**src/rtl/game_pkg.sv**
```systemverilog
// ---------------------------------------------------------------------------
// game_pkg
// Shared types and constants for the screen pipeline.
//   fade_state_t : fade controller states (BLACK, FADE_IN, VISIBLE, FADE_OUT)
//   FADE_LEVEL_W : width of the fade level register (holds 0..16)
//   CHAN_W       : width of one colour channel inside the 12-bit rgb word
// ---------------------------------------------------------------------------
package game_pkg;

    localparam int FADE_LEVEL_W = 5;
    localparam int CHAN_W       = 4;

    typedef enum logic [1:0] {
        BLACK    = 2'd0,
        FADE_IN  = 2'd1,
        VISIBLE  = 2'd2,
        FADE_OUT = 2'd3
    } fade_state_t;

endpackage

```
**src/rtl/game_if.sv**
```systemverilog
// ---------------------------------------------------------------------------
// game_if
// Pixel stream between screen stages: timing counters, sync/blank flags and
// a 12-bit rgb word (4 bits per channel, r in [11:8]).
// Modports:
//   out / master : producer side (drives every field)
//   in  / slave  : consumer side (samples every field)
// ---------------------------------------------------------------------------
interface game_if;

    logic [10:0] hcount;
    logic [10:0] vcount;
    logic        hsync;
    logic        vsync;
    logic        hblnk;
    logic        vblnk;
    logic [11:0] rgb;

    modport out (
        output hcount, vcount, hsync, vsync, hblnk, vblnk, rgb
    );

    modport in (
        input hcount, vcount, hsync, vsync, hblnk, vblnk, rgb
    );

    modport master (
        output hcount, vcount, hsync, vsync, hblnk, vblnk, rgb
    );

    modport slave (
        input hcount, vcount, hsync, vsync, hblnk, vblnk, rgb
    );

endinterface

```
**src/rtl/fade_ctrl.sv**
```systemverilog
// ---------------------------------------------------------------------------
// fade_ctrl
// Fade level controller. Tracks the fade state, detects the start of each
// vertical blank (frame tick), counts ticks and steps the level once every
// FRAMES_PER_STEP ticks towards the current target (0 or LEVEL_MAX).
// Ports:
//   clk, rst        : pixel clock, synchronous active-high reset
//   vblnk           : upstream vertical blank, used for the frame tick
//   fade_in_start   : one-cycle request to fade towards LEVEL_MAX
//   fade_out_start  : one-cycle request to fade towards 0 (wins over in)
//   level           : current fade level 0..LEVEL_MAX
//   fade_busy       : high while in FADE_IN or FADE_OUT
//   fade_done       : one-cycle pulse when a fade reaches its end level
// ---------------------------------------------------------------------------
module fade_ctrl
    import game_pkg::*;
#(
    parameter int FRAMES_PER_STEP = 2,
    parameter int LEVEL_MAX       = 16
) (
    input  logic                    clk,
    input  logic                    rst,
    input  logic                    vblnk,
    input  logic                    fade_in_start,
    input  logic                    fade_out_start,
    output logic [FADE_LEVEL_W-1:0] level,
    output logic                    fade_busy,
    output logic                    fade_done
);

    localparam int CNT_W = $clog2(FRAMES_PER_STEP + 1);
    localparam logic [CNT_W-1:0]        CNT_LAST = CNT_W'(FRAMES_PER_STEP - 1);
    localparam logic [FADE_LEVEL_W-1:0] LVL_TOP  = FADE_LEVEL_W'(LEVEL_MAX);
    localparam logic [FADE_LEVEL_W-1:0] LVL_BOT  = '0;

    fade_state_t             state, state_n;
    logic [FADE_LEVEL_W-1:0] level_n;
    logic [CNT_W-1:0]        cnt, cnt_n;
    logic                    vblnk_d;
    logic                    tick;
    logic                    done_n;
    logic                    busy_n;

    // Frame tick = rising edge of vblnk, so the level only moves while the
    // screen is blanked and a visible frame never mixes two levels.
    assign tick = vblnk & ~vblnk_d;

    always_comb begin
        state_n = state;
        level_n = level;
        cnt_n   = cnt;
        done_n  = 1'b0;

        case (state)
            BLACK: begin
                // A simultaneous fade_out_start wins and is a no-op here.
                if (fade_in_start && !fade_out_start) begin
                    state_n = FADE_IN;
                    cnt_n   = '0;
                end
            end

            VISIBLE: begin
                if (fade_out_start) begin
                    state_n = FADE_OUT;
                    cnt_n   = '0;
                end
            end

            FADE_IN: begin
                if (fade_out_start) begin
                    // Reverse from the current level; if we never left 0
                    // there is nothing to fade, so settle silently.
                    cnt_n   = '0;
                    state_n = (level == LVL_BOT) ? BLACK : FADE_OUT;
                end else if (tick) begin
                    if (cnt == CNT_LAST) begin
                        cnt_n   = '0;
                        level_n = (level == LVL_TOP) ? level : level + 1'b1;
                        if (level_n == LVL_TOP) begin
                            state_n = VISIBLE;
                            done_n  = 1'b1;
                        end
                    end else begin
                        cnt_n = cnt + 1'b1;
                    end
                end
            end

            FADE_OUT: begin
                if (fade_in_start && !fade_out_start) begin
                    cnt_n   = '0;
                    state_n = (level == LVL_TOP) ? VISIBLE : FADE_IN;
                end else if (tick) begin
                    if (cnt == CNT_LAST) begin
                        cnt_n   = '0;
                        level_n = (level == LVL_BOT) ? level : level - 1'b1;
                        if (level_n == LVL_BOT) begin
                            state_n = BLACK;
                            done_n  = 1'b1;
                        end
                    end else begin
                        cnt_n = cnt + 1'b1;
                    end
                end
            end

            default: begin
                state_n = BLACK;
                level_n = LVL_BOT;
                cnt_n   = '0;
            end
        endcase

        busy_n = (state_n == FADE_IN) || (state_n == FADE_OUT);
    end

    always_ff @(posedge clk) begin
        if (rst) begin
            state     <= BLACK;
            level     <= '0;
            cnt       <= '0;
            vblnk_d   <= 1'b0;
            fade_busy <= 1'b0;
            fade_done <= 1'b0;
        end else begin
            state     <= state_n;
            level     <= level_n;
            cnt       <= cnt_n;
            vblnk_d   <= vblnk;
            fade_busy <= busy_n;
            fade_done <= done_n;
        end
    end

endmodule

```
**src/rtl/screen_fader.sv**
```systemverilog
// ---------------------------------------------------------------------------
// screen_fader
// One-cycle pipeline stage between the screen controllers and the VGA output
// register. Timing fields pass through delayed by one clock; each 4-bit rgb
// channel is scaled by the fade level held in fade_ctrl. Blanked pixels are
// forced to 0.
// Build option: define SCREEN_FADER_WHITE_EN to fade towards white instead
// of black (c + ((15-c)*(16-level))>>4). Control behaviour is identical.
// Ports:
//   clk, rst        : pixel clock, synchronous active-high reset
//   in              : upstream pixel stream (game_if.in)
//   out             : delayed, faded pixel stream (game_if.out)
//   fade_in_start   : one-cycle request to fade in
//   fade_out_start  : one-cycle request to fade out
//   fade_busy       : high while the level is moving
//   fade_done       : one-cycle pulse when the level reaches its target
// ---------------------------------------------------------------------------
module screen_fader
    import game_pkg::*;
#(
    parameter int FRAMES_PER_STEP = 2,
    parameter int LEVEL_MAX       = 16
) (
    input  logic clk,
    input  logic rst,
    game_if.in   in,
    game_if.out  out,
    input  logic fade_in_start,
    input  logic fade_out_start,
    output logic fade_busy,
    output logic fade_done
);

    localparam logic [7:0] LVL_FULL = 8'(LEVEL_MAX);

    logic [FADE_LEVEL_W-1:0] level;

    logic [10:0] hcount_p0;
    logic [10:0] vcount_p0;
    logic        hsync_p0;
    logic        vsync_p0;
    logic        hblnk_p0;
    logic        vblnk_p0;
    logic [11:0] rgb_p0;
    logic [11:0] rgb_scaled;

    fade_ctrl #(
        .FRAMES_PER_STEP (FRAMES_PER_STEP),
        .LEVEL_MAX       (LEVEL_MAX)
    ) u_ctrl (
        .clk            (clk),
        .rst            (rst),
        .vblnk          (in.vblnk),
        .fade_in_start  (fade_in_start),
        .fade_out_start (fade_out_start),
        .level          (level),
        .fade_busy      (fade_busy),
        .fade_done      (fade_done)
    );

    // Scale one channel by the level using an 8-bit product; the >>4 keeps
    // level 16 as unity gain and never overflows the 4-bit channel.
    function automatic logic [CHAN_W-1:0] scale_chan(
        input logic [CHAN_W-1:0]       c,
        input logic [FADE_LEVEL_W-1:0] lvl
    );
        logic [7:0] prod;
`ifdef SCREEN_FADER_WHITE_EN
        // Add back a fraction of the headroom to white; the added term is
        // at most 15-c, so the sum stays within 4 bits.
        prod = 8'(4'd15 - c) * (LVL_FULL - 8'(lvl));
        return c + prod[7:4];
`else
        prod = 8'(c) * 8'(lvl);
        return prod[7:4];
`endif
    endfunction

    always_comb begin
        rgb_scaled = {scale_chan(in.rgb[11:8], level),
                      scale_chan(in.rgb[7:4],  level),
                      scale_chan(in.rgb[3:0],  level)};
    end

    // Stage p0: register timing fields and the faded colour.
    always_ff @(posedge clk) begin
        if (rst) begin
            hcount_p0 <= '0;
            vcount_p0 <= '0;
            hsync_p0  <= 1'b0;
            vsync_p0  <= 1'b0;
            hblnk_p0  <= 1'b0;
            vblnk_p0  <= 1'b0;
            rgb_p0    <= '0;
        end else begin
            hcount_p0 <= in.hcount;
            vcount_p0 <= in.vcount;
            hsync_p0  <= in.hsync;
            vsync_p0  <= in.vsync;
            hblnk_p0  <= in.hblnk;
            vblnk_p0  <= in.vblnk;
            rgb_p0    <= (in.hblnk || in.vblnk) ? 12'h000 : rgb_scaled;
        end
    end

    assign out.hcount = hcount_p0;
    assign out.vcount = vcount_p0;
    assign out.hsync  = hsync_p0;
    assign out.vsync  = vsync_p0;
    assign out.hblnk  = hblnk_p0;
    assign out.vblnk  = vblnk_p0;
    assign out.rgb    = rgb_p0;

endmodule

```
**src/flat_wrapper.sv**
```systemverilog
// flat-port wrapper written by rule: the top's interface ports become plain ports
module screen_fader_flat import game_pkg::*;
#(
    parameter int FRAMES_PER_STEP = 2,
    parameter int LEVEL_MAX       = 16
)
  (clk, rst, fade_in_start, fade_out_start, fade_busy, fade_done, in_hcount, in_vcount, in_hsync, in_vsync, in_hblnk, in_vblnk, in_rgb, out_hcount, out_vcount, out_hsync, out_vsync, out_hblnk, out_vblnk, out_rgb);
  game_if in_i ();
  game_if out_i ();
  input  logic clk;
  input  logic rst;
  input  logic fade_in_start;
  input  logic fade_out_start;
  output logic fade_busy;
  output logic fade_done;
  input wire logic [$bits(in_i.hcount)-1:0] in_hcount;
  input wire logic [$bits(in_i.vcount)-1:0] in_vcount;
  input wire logic [$bits(in_i.hsync)-1:0] in_hsync;
  input wire logic [$bits(in_i.vsync)-1:0] in_vsync;
  input wire logic [$bits(in_i.hblnk)-1:0] in_hblnk;
  input wire logic [$bits(in_i.vblnk)-1:0] in_vblnk;
  input wire logic [$bits(in_i.rgb)-1:0] in_rgb;
  output wire logic [$bits(out_i.hcount)-1:0] out_hcount;
  output wire logic [$bits(out_i.vcount)-1:0] out_vcount;
  output wire logic [$bits(out_i.hsync)-1:0] out_hsync;
  output wire logic [$bits(out_i.vsync)-1:0] out_vsync;
  output wire logic [$bits(out_i.hblnk)-1:0] out_hblnk;
  output wire logic [$bits(out_i.vblnk)-1:0] out_vblnk;
  output wire logic [$bits(out_i.rgb)-1:0] out_rgb;
  assign in_i.hcount = in_hcount;
  assign in_i.vcount = in_vcount;
  assign in_i.hsync = in_hsync;
  assign in_i.vsync = in_vsync;
  assign in_i.hblnk = in_hblnk;
  assign in_i.vblnk = in_vblnk;
  assign in_i.rgb = in_rgb;
  assign out_hcount = out_i.hcount;
  assign out_vcount = out_i.vcount;
  assign out_hsync = out_i.hsync;
  assign out_vsync = out_i.vsync;
  assign out_hblnk = out_i.hblnk;
  assign out_vblnk = out_i.vblnk;
  assign out_rgb = out_i.rgb;
  screen_fader #(.FRAMES_PER_STEP(FRAMES_PER_STEP), .LEVEL_MAX(LEVEL_MAX)) u_core (.clk(clk), .rst(rst), .in(in_i), .out(out_i), .fade_in_start(fade_in_start), .fade_out_start(fade_out_start), .fade_busy(fade_busy), .fade_done(fade_done));
endmodule
```
**config.mk**
```make
export PLATFORM = sky130hd
export DESIGN_NAME = screen_fader_flat
export DESIGN_NICKNAME = d
export VERILOG_FILES = /design/src/rtl/game_pkg.sv /design/src/rtl/game_if.sv /design/src/rtl/fade_ctrl.sv /design/src/rtl/screen_fader.sv /design/src/flat_wrapper.sv
export SDC_FILE = /design/constraint.sdc
export NUM_CORES = 1
export LEC_CHECK = 0
export BUFFER_PORTS_ARGS = -buffer_cell sky130_fd_sc_hd__buf_2
export CORE_ASPECT_RATIO = 0.9
export CORE_UTILIZATION = 59
export CTS_BUF_LIST = sky130_fd_sc_hd__clkbuf_2 sky130_fd_sc_hd__clkbuf_4 sky130_fd_sc_hd__clkbuf_8
export CTS_CLUSTER_DIAMETER = 100
export DETAILED_ROUTE_END_ITERATION = 8
export GPL_ROUTABILITY_DRIVEN = 0
export PLACE_DENSITY = 0.95
export SETUP_SLACK_MARGIN = 0.02
export SYNTH_ARGS = -nofsm -noshare
export SYNTH_HDL_FRONTEND = slang
export SYNTH_SLANG_ARGS = --single-unit
```
**constraint.sdc**
```tcl
create_clock -name clk -period 10.3 [get_ports clk]
set_input_delay 3.09 -clock clk [delete_from_list [all_inputs] [get_ports clk]]
set_output_delay 3.09 -clock clk [all_outputs]
set_load 0.005 [all_outputs]
```
=== Word-level counts from Yosys, hierarchy flattened ===
Cells that the tools add are included.

* Add/subtract/negate cells: 3
* Multipliers: 3
* Eq/ne operators: 16
* Multiplexer cells: 38
* Bitwise gates (word level): 2
* Reductions and logical operators: 11

{| class="wikitable"
|+ Operators with widths
! operator !! number
|-
| 5-bit 2-to-1 mux || 8
|-
| 2-bit 2-to-1 mux || 18
|-
| 4-bit by 5-bit multiplier with 8-bit output || 3
|-
| 2-bit != test, second input constant || 8
|-
| 2-bit one-hot mux with 4 select lines || 2
|-
| 5-bit == test, second input constant || 2
|-
| 5-bit logical NOT || 2
|-
| 5-bit one-hot mux with 2 select lines || 1
|-
| 1-bit 2-to-1 mux || 8
|-
| 7-bit AND reduction || 1
|-
| 2-bit by 1-bit == test with 1-bit output, second input constant || 3
|-
| 2-bit == test, second input constant || 3
|-
| 5-bit by 1-bit adder with 5-bit output, second input constant || 1
|-
| 5-bit by 1-bit subtractor with 5-bit output, second input constant || 1
|-
| 2-bit by 1-bit adder with 2-bit output, second input constant || 1
|-
| 2-bit logical NOT || 1
|-
| 1-bit logical OR || 2
|-
| 1-bit one-hot mux with 2 select lines || 1
|-
| 2-bit AND reduction || 1
|-
| 2-bit nonzero test || 1
|-
| 2-bit OR reduction || 1
|-
| 1-bit bitwise AND || 1
|-
| 1-bit logical AND || 1
|-
| 1-bit logical NOT || 1
|-
| 1-bit inverter || 1
|}

* Bits in registers: 49
* Input port bits: 42
* Output and inout port bits: 40
* Word-level logic and storage cells: 85

=== Longest topological paths before layout ===
Gate-level depths: netlist of run 1.

* Depth after elaboration: 10
* Gate-level depth with buffers: 13
* Mapped depth without buffers: 11

=== Cells and area by module ===
Synthesis of run 1 repeated with hierarchy kept, for this count alone.

* Cell total of the unflattened synthesis: 356
* Area, all modules: 3294.4 µm²

{| class="wikitable"
|+ By module, submodules not included
! module !! times used !! cells each !! area an instance (µm²) !! seq. area each (µm²)
|-
| screen_fader || 1 || 244 || 2366.0 || 760.7
|-
| fade_ctrl || 1 || 112 || 928.4 || 220.2
|}

=== Worst setup path after synthesis of run 1 ===
OpenSTA, ideal clock, no wires.

* Kind: input -> register
* Start point: in in_rgb[7]
* End point: reg u_core.rgb_p0[7] (netlist: u_core.out.rgb[7])
* Library setup time: 0.128 ns
* Arrival: 5.658 ns
* Data required time: 10.172 ns
* Path slack: 4.514 ns
* Cell stages on the path: 11
* Path buffers: 0
* Cells stage by stage: and2_1 > fa_1 > inv_1 > fa_1 > inv_1 > ha_1 > and4_1 > a2111o_1 > a21oi_1 > xnor2_1 > nor2_1

* Longest elaborated chain between the ends: 1

{| class="wikitable"
|+ RTL lines
! what !! RTL line !! text
|-
| start, declared || flat_wrapper.sv:22 || <nowiki>input wire logic [$bits(in_i.rgb)-1:0] in_rgb;</nowiki>
|-
| 4-bit by 5-bit multiplier with 8-bit output || screen_fader.sv:74 || <nowiki>prod = 8'(c) * 8'(lvl);</nowiki>
|-
| end signal, assigned || screen_fader.sv:102 || <nowiki>rgb_p0 <= (in.hblnk || in.vblnk) ? 12'h000 : rgb_scaled;</nowiki>
|-
| end, declared || screen_fader.sv:44 || <nowiki>logic [11:0] rgb_p0;</nowiki>
|}

No other way between the ends.
A chain may end at the register's enable or synchronous reset.

=== Worst setup path in the final report of run 1 ===
Ends and elaborated chain as after synthesis.

==> results.toml, run 1 <==
[status]
status = "complete, no violations"

[final_layout]
synthToLayoutAreaGrowth_pct = 17.06
finish.cell_count_without_fillers = 502
num-fill-cells = 376
final-seq-area_um2 = 960.9
multiInputGateArea_mm2 = 0.002028
fraction_of_layout_cells_with_a_size_suffix_above_1_pct = 22.76
design.final.nets = 520
antenna_cells = 0

[floorplan]
io_pins = 82
fp.dieArea_mm2 = 0.005706
die_width_um = 79.52
floorplan.initialDensity_pct = 61.08
core_area_mm2 = 0.005224
die-height_um = 71.77
row_count = 25

[sta]
setup-tns-final_ns = 0
timing.max_slew.rel_slack_pct = 43.68
setup_viol_count_final = 0
hold_viol_final = 0
timing.hold.ws_ns = 0.4674
transition_time_of_the_tightest_slew_check_pin_ns = 0.8437
timing.final.crit_period_ns = 5.788
slew_violations = 0
clock_skew_ns = 0.009819
achievable-frequency_ghz = 0.1728
setup_repair_after_global_routing_missed_its_margin = "no"
final.period_utilization_pct = 56.20

[power]
power.share.sequential_pct = 53.6
power.switching_mw = 0.07676
vdd.ir_drop.worst_v = 0.00008950
power_per_cell_area_mw_per_mm2 = 96.49
power_share_of_the_clock_group_pct = 39.3
design_power_total_mw = 0.3604
switching_share_pct = 21.30
power.leakage_nw = 1.855
internal-power_mw = 0.2836
power.share.combinational_pct = 7.1

[detailed_routing]
ant_nets = 0
detail_route.drc_violations = 0
post_drt_wl_per_cell_um = 13.85
dr_total_vias = 2750
via_per_inst = 5.478
dr.pass1.iters = 6
wirelength_mm = 6.954
drt-initial-drc-count = 181

[worst_setup_path]
cp_data_arrival_time_ns = 5.98
critical_path.startpoint_type = "input port"
kind_of_critical_path = "in -> reg"
crit_path_end_kind = "register"
critical_path.cell_chain = "buf_2 > and2_1 > fa_1 > inv_1 > fa_1 > inv_1 > ha_1 > and4_1 > a2111o_1 > a21oi_1 > xnor2_1 > nor2_1"
cp_data_required_time_ns = 10.49
cpMaxStageDelayCell = "sky130_fd_sc_hd__fa_1"
cp_max_fo = 5
crit_path_max_incr_delay_ns = 0.54

[yosys]
synthDominantCellAreaShare_pct = 30.12
yosys.area.top_type = "sky130_fd_sc_hd__dfxtp_1"
syn-instance-count = 362
synth.cell_area_mm2 = 0.003191
leading_cell_type_by_number_of_instances_after_synthesis = "sky130_fd_sc_hd__dfxtp_1"
synthesis.yosys.warnings = 0
async_flop_share_pct = 0
synthTopCellsByArea = "sky130_fd_sc_hd__dfxtp_1, sky130_fd_sc_hd__ha_1, sky130_fd_sc_hd__fa_1"
synth.avg_cell_area_um2 = 8.814
synth.distinct_cells = 50
fraction_of_the_yosys_area_taken_by_sequential_cells_pct = 30.12
synth-seq-cells = 48
synth_top_cells_by_count = "sky130_fd_sc_hd__dfxtp_1, sky130_fd_sc_hd__nand2_1, sky130_fd_sc_hd__inv_1"
top_ff_cell_synth = "sky130_fd_sc_hd__dfxtp_1"
net_count_of_the_mapped_netlist = 448
edff_count_synth = 0

[cts]
cts_htree_levels = 2
cts.path.max_buffers = 2
ctsHoldBuffers = 0
post_cts.repair.setup_buffers = 0
cell_at_the_root_of_the_clock_tree = "sky130_fd_sc_hd__clkbuf_8"
num_cts_buffers = 5
path_clk_slew_ns = 0.09
clkLatencyLatePin_ns = 0.31
postCtsResizedCells = 0
cts.sinks = 48
cts_tree = "done"

[grt]
initial_antenna_violation_count = 0
grt_start_max_net_pins = 38
gr-usage-all-layers_pct = 26.05
first_global_vias = 2752
grt_pass1_wl_mm = 11.50
grt.overflow.total = 0

[flow_run]
max_cap_check_violation_count = 0

[placed_design]
placement.io_buffers = 81
post-dp-hpwl_mm = 5.258
dpl.cell_count = 494

[worst_hold_path]
hp-class = "reg -> reg"
==> power groups by stage <==
| stage | clock (mW) | sequential (mW) | combinational [mW] |
|---|---|---|---|
| detailed placement | 0 | 0.197 | 0.0256 |
| global route | 0.153 | 0.194 | 0.0288 |
| floorplan | 0 | 0.198 | 0.00868 |
| finish | 0.142 | 0.193 | 0.0255 |
| CTS | 0.144 | 0.193 | 0.0257 |
| global placement | 0 | 0.197 | 0.0246 |
==> sequential cells by signal, indices dropped and copies added (netlist names) <==
register,flops
u_core.out.hblnk,1
u_core.out.hcount,11
u_core.out.hsync,1
u_core.out.rgb,12
u_core.out.vblnk,1
u_core.out.vcount,11
u_core.out.vsync,1
u_core.u_ctrl.cnt,2
u_core.u_ctrl.fade_done,1
u_core.u_ctrl.level,5
u_core.u_ctrl.state,2
==> cells by family after synthesis <==
family	count (synthesis)	synth area share [%]
AO/OA/AOI/OAI	45	10.24
AND/OR/NAND/NOR	152	26.16
multiplexers	2	0.6275
XOR/XNOR	21	5.765
buffers and inverters	50	6.314
flip-flops	48	30.12
adder cells (fa/ha/maj)	44	20.78
==> metal layers <==
metal | part of all wire (%) | wire length [um] | GRT usage (%)
met1 | 38 | 2658 | 27.61
met2 | 52 | 3621 | 47.20
met3 | 6.4 | 445 | 6.879
met4 | 3.3 | 229 | 13.33
met5 | 0 | 0 | 0
==> worst max-delay path: cells and delay by family <==
family | cells | cell delay, ns
compound gates | 2 | 0.67
xor+xnor | 1 | 0.14
fa+ha+maj | 3 | 1.41
buf+inv | 3 | 0.22
simple gates | 3 | 0.45
==> cell usage in the layout, fill, tap and decap left out, types with 3 or more instances in the layout <==
master and n:
sky130_fd_sc_hd__buf_2 81, sky130_fd_sc_hd__dfxtp_1 48, sky130_fd_sc_hd__nand2_1 39, sky130_fd_sc_hd__inv_1 32, sky130_fd_sc_hd__ha_1 29, sky130_fd_sc_hd__nor2b_1 28
sky130_fd_sc_hd__and2_1 27, sky130_fd_sc_hd__nor2_1 21, sky130_fd_sc_hd__xnor2_1 18, sky130_fd_sc_hd__fa_1 15, sky130_fd_sc_hd__a21oi_1 11, sky130_fd_sc_hd__and4_1 6
sky130_fd_sc_hd__nand3_1 6, sky130_fd_sc_hd__clkbuf_8 6, sky130_fd_sc_hd__o21ai_0 5, sky130_fd_sc_hd__a31oi_1 4, sky130_fd_sc_hd__o21bai_1 4, sky130_fd_sc_hd__nor3_1 4
sky130_fd_sc_hd__nand2b_1 4, sky130_fd_sc_hd__and3_1 3, sky130_fd_sc_hd__a2111o_1 3, sky130_fd_sc_hd__xor2_1 3, sky130_fd_sc_hd__nand4_1 3, sky130_fd_sc_hd__a211oi_1 3
==> path summary, 6_finish.rpt <==
kind,start,to,slack [ns],cells past startpoint
hold reg to reg,u_core.u_ctrl.cnt[1]$_SDFFE_PP0P_,u_core.u_ctrl.cnt[1]$_SDFFE_PP0P_,0.47,2
setup reg to reg,u_core.u_ctrl.level[2]$_SDFFE_PP0P_,u_core.out.rgb[3]$_SDFF_PP0_,6.60,10
setup / recovery,in_rgb[7],u_core.out.rgb[7]$_SDFF_PP0_,4.51,12
hold / removal,u_core.u_ctrl.cnt[1]$_SDFFE_PP0P_,u_core.u_ctrl.cnt[1]$_SDFFE_PP0P_,0.47,2
==> stage by stage <==
| stage | util, % | area, um2 | setup WS [ns] |
|---|---|---|---|
| floorplan | - | 3191 | 4.514 |
| global placement | 69.17 | 3613 | 4.341 |
| detailed placement | 69.17 | 3613 | 4.194 |
| CTS | 71.50 | 3735 | 4.524 |
| global route | 71.50 | 3735 | 4.396 |
| finish | 71.50 | 3735 | 4.512 |
==> area by class of cell <==
class | count | area share, %
multi-input combinational | 264 | 54.31
sequential | 48 | 25.73
timing repair buffer | 83 | 11.26
inverter | 32 | 3.216
tap | 67 | 2.245
clock buffer | 6 | 2.211
clock inverter | 2 | 1.039
Note: power is estimated with default switching activity, not from simulation.
==> run 2: changes to the inputs <==
Settings changed: CORE_UTILIZATION 59 to 50, PLACE_DENSITY 0.95 to 0.89.
Clock period 10.3 ns to 5.3 ns, I/O delays scaled along.
==> run 2 against run 1 <==
Net effect: via count fell by 1.7%; final area up 0.90%; critical endpoint is now u_core.out.rgb[11]$_SDFF_PP0_; final cell count grew 3.8%; flip-flop and latch count unchanged; sequential share of layout area shrank 0.23 points; hold slack got worse by 0.013 ns; non-clock buffer count fell by 1; first-iteration DRC count down 33%; utilization down 10 points.
==> results.toml, run 2 (synthesis results as in run 1) <==
[status]
status = "complete, no violations"

[flow_run]
max_cap_check_violation_count = 0

[floorplan]
row_count = 27
die-height_um = 77.78
core_area_mm2 = 0.006148
io_pins = 82
die_width_um = 86.20
fp.dieArea_mm2 = 0.006705
floorplan.initialDensity_pct = 51.89

[detailed_routing]
dr.pass1.iters = 4
dr_total_vias = 2704
post_drt_wl_per_cell_um = 13.05
detail_route.drc_violations = 0
wirelength_mm = 6.797
drt-initial-drc-count = 121
ant_nets = 0
via_per_inst = 5.190

[grt]
first_global_vias = 2607
grt_pass1_wl_mm = 11.05
grt_start_max_net_pins = 38
initial_antenna_violation_count = 0
grt.overflow.total = 0
gr-usage-all-layers_pct = 20.41

[power]
switching_share_pct = 20.77
power.share.combinational_pct = 6.7
power.share.sequential_pct = 50.6
internal-power_mw = 0.5868
power_per_cell_area_mw_per_mm2 = 196.5
vdd.ir_drop.worst_v = 0.0001335
power.switching_mw = 0.1538
power.leakage_nw = 1.857
power_share_of_the_clock_group_pct = 42.7

[final_layout]
design.final.nets = 519
most_frequent_standard_cell_in_the_layout_excluding_fill_and_tap_cells = "sky130_fd_sc_hd__buf_2"
num-fill-cells = 521
synthToLayoutAreaGrowth_pct = 18.12
fraction_of_layout_cells_with_a_size_suffix_above_1_pct = 22.58
multiInputGateArea_mm2 = 0.002028
largest_register_ffs = 12
layout.cells.most_common_list = "sky130_fd_sc_hd__buf_2, sky130_fd_sc_hd__dfxtp_1, sky130_fd_sc_hd__nand2_1, sky130_fd_sc_hd__inv_1, sky130_fd_sc_hd__ha_1"
final-seq-area_um2 = 960.9
antenna_cells = 0

[worst_setup_path]
cp_data_required_time_ns = 5.48
kind_of_critical_path = "in -> reg"
crit_path_end_kind = "register"
cp_max_fo = 5
crit_path_max_incr_delay_ns = 0.53
critical_path.startpoint_type = "input port"
cpMaxStageDelayCell = "sky130_fd_sc_hd__fa_1"
critical_path.cell_chain = "buf_2 > and2_1 > fa_1 > inv_1 > fa_1 > inv_1 > ha_1 > and4_1 > a2111o_1 > a21oi_1 > xnor2_1 > nor2_1"
cp_data_arrival_time_ns = 4.43

[sta]
hold_viol_final = 0
timing.hold.ws_ns = 0.4546
slew_violations = 0
timing.final.crit_period_ns = 4.254
setup_repair_after_global_routing_missed_its_margin = "no"
achievable-frequency_ghz = 0.2351
clock_skew_ns = 0.005420
setup-tns-final_ns = 0
final.period_utilization_pct = 80.26
timing.max_slew.rel_slack_pct = 43.92
transition_time_of_the_tightest_slew_check_pin_ns = 0.8401
setup_viol_count_final = 0

[cts]
num_cts_buffers = 5
cell_at_the_root_of_the_clock_tree = "sky130_fd_sc_hd__clkbuf_8"
ctsHoldBuffers = 0
cts_htree_levels = 2
cts.path.max_buffers = 2
post_cts.repair.setup_buffers = 0
path_clk_slew_ns = 0.09
clkLatencyLatePin_ns = 0.30
postCtsResizedCells = 0
cts.sinks = 48
cts_tree = "done"

[placed_design]
placement.io_buffers = 81
post-dp-hpwl_mm = 5.078

[worst_hold_path]
hp-class = "reg -> reg"
==> run 2: cell count changes in the layout (fill, tap and decap cells not counted), sizes merged <==
cell / previous run / this run
buf: 83 / 82
bufinv: 1 / 2
clkbuf: 6 / 5
clkinv: 1 / 0
inv: 32 / 33
==> run 2: final timing paths <==
path              slack, ns  cells after the start                                start                           endpoint
setup / recovery       1.05                     12                           in_rgb[11]      u_core.out.rgb[11]$_SDFF_PP0_
hold / removal         0.45                      2    u_core.u_ctrl.cnt[1]$_SDFFE_PP0P_  u_core.u_ctrl.cnt[1]$_SDFFE_PP0P_
setup reg to reg       1.70                     10  u_core.u_ctrl.level[2]$_SDFFE_PP0P_       u_core.out.rgb[3]$_SDFF_PP0_
hold reg to reg        0.45                      2    u_core.u_ctrl.cnt[1]$_SDFFE_PP0P_  u_core.u_ctrl.cnt[1]$_SDFFE_PP0P_
==> run 2: power by group through the flow <==
| stage | clock network [mW] | logic (mW) | registers, mW |
|---|---|---|---|
| 6_report | 0.316 | 0.0497 | 0.375 |
| 5_1_grt | 0.334 | 0.0554 | 0.376 |
| 4_1_cts | 0.322 | 0.0499 | 0.375 |
| 3_5_place_dp | 0 | 0.0493 | 0.383 |
| 3_3_place_gp | 0 | 0.0483 | 0.383 |
| 2_1_floorplan | 0 | 0.0169 | 0.385 |
==> run 2: stage by stage <==
stage                     cell area, um2  power [mW]  setup WS, ns  std cells  utilization [%]
after CTS                           3769      0.7472         1.052        521            61.29
after floorplan                     3191      0.4014         1.014        362                -
after global routing                3769      0.7660        0.9575        521            61.29
after global placement              3631      0.4312        0.8236        513            59.06
after detailed placement            3631      0.4327        0.7274        513            59.06
final                               3769      0.7407         1.046        521            61.29
==> run 2: area by class of cell <==
cell class,count,share of cell area (%)
tap,87,2.888
inverter,32,3.187
sequential,48,25.50
clock buffer,5,1.826
timing repair buffer,82,10.96
multi-input combinational,264,53.82
clock inverter,3,1.826
==> run 2: metal layers <==
metal / vias to the layer above / share of wire [%] / global-route usage (%)
met5: - / 0 / 0
met4: 0 / 2.2 / 10.33
met3: 15 / 5.3 / 4.043
met2: 108 / 50 / 35.63
met1: 1247 / 42 / 23.56
li1: 1334 / - / -
==> run 2: worst max-delay path, delay by kind of cell <==
| kind | cells | cell delay, ns |
|---|---|---|
| buffers and inverters | 3 | 0.23 |
| XOR/XNOR | 1 | 0.13 |
| AO/OA/AOI/OAI | 2 | 0.65 |
| AND/OR/NAND/NOR | 3 | 0.44 |
| adder cells (fa/ha/maj) | 3 | 1.39 |
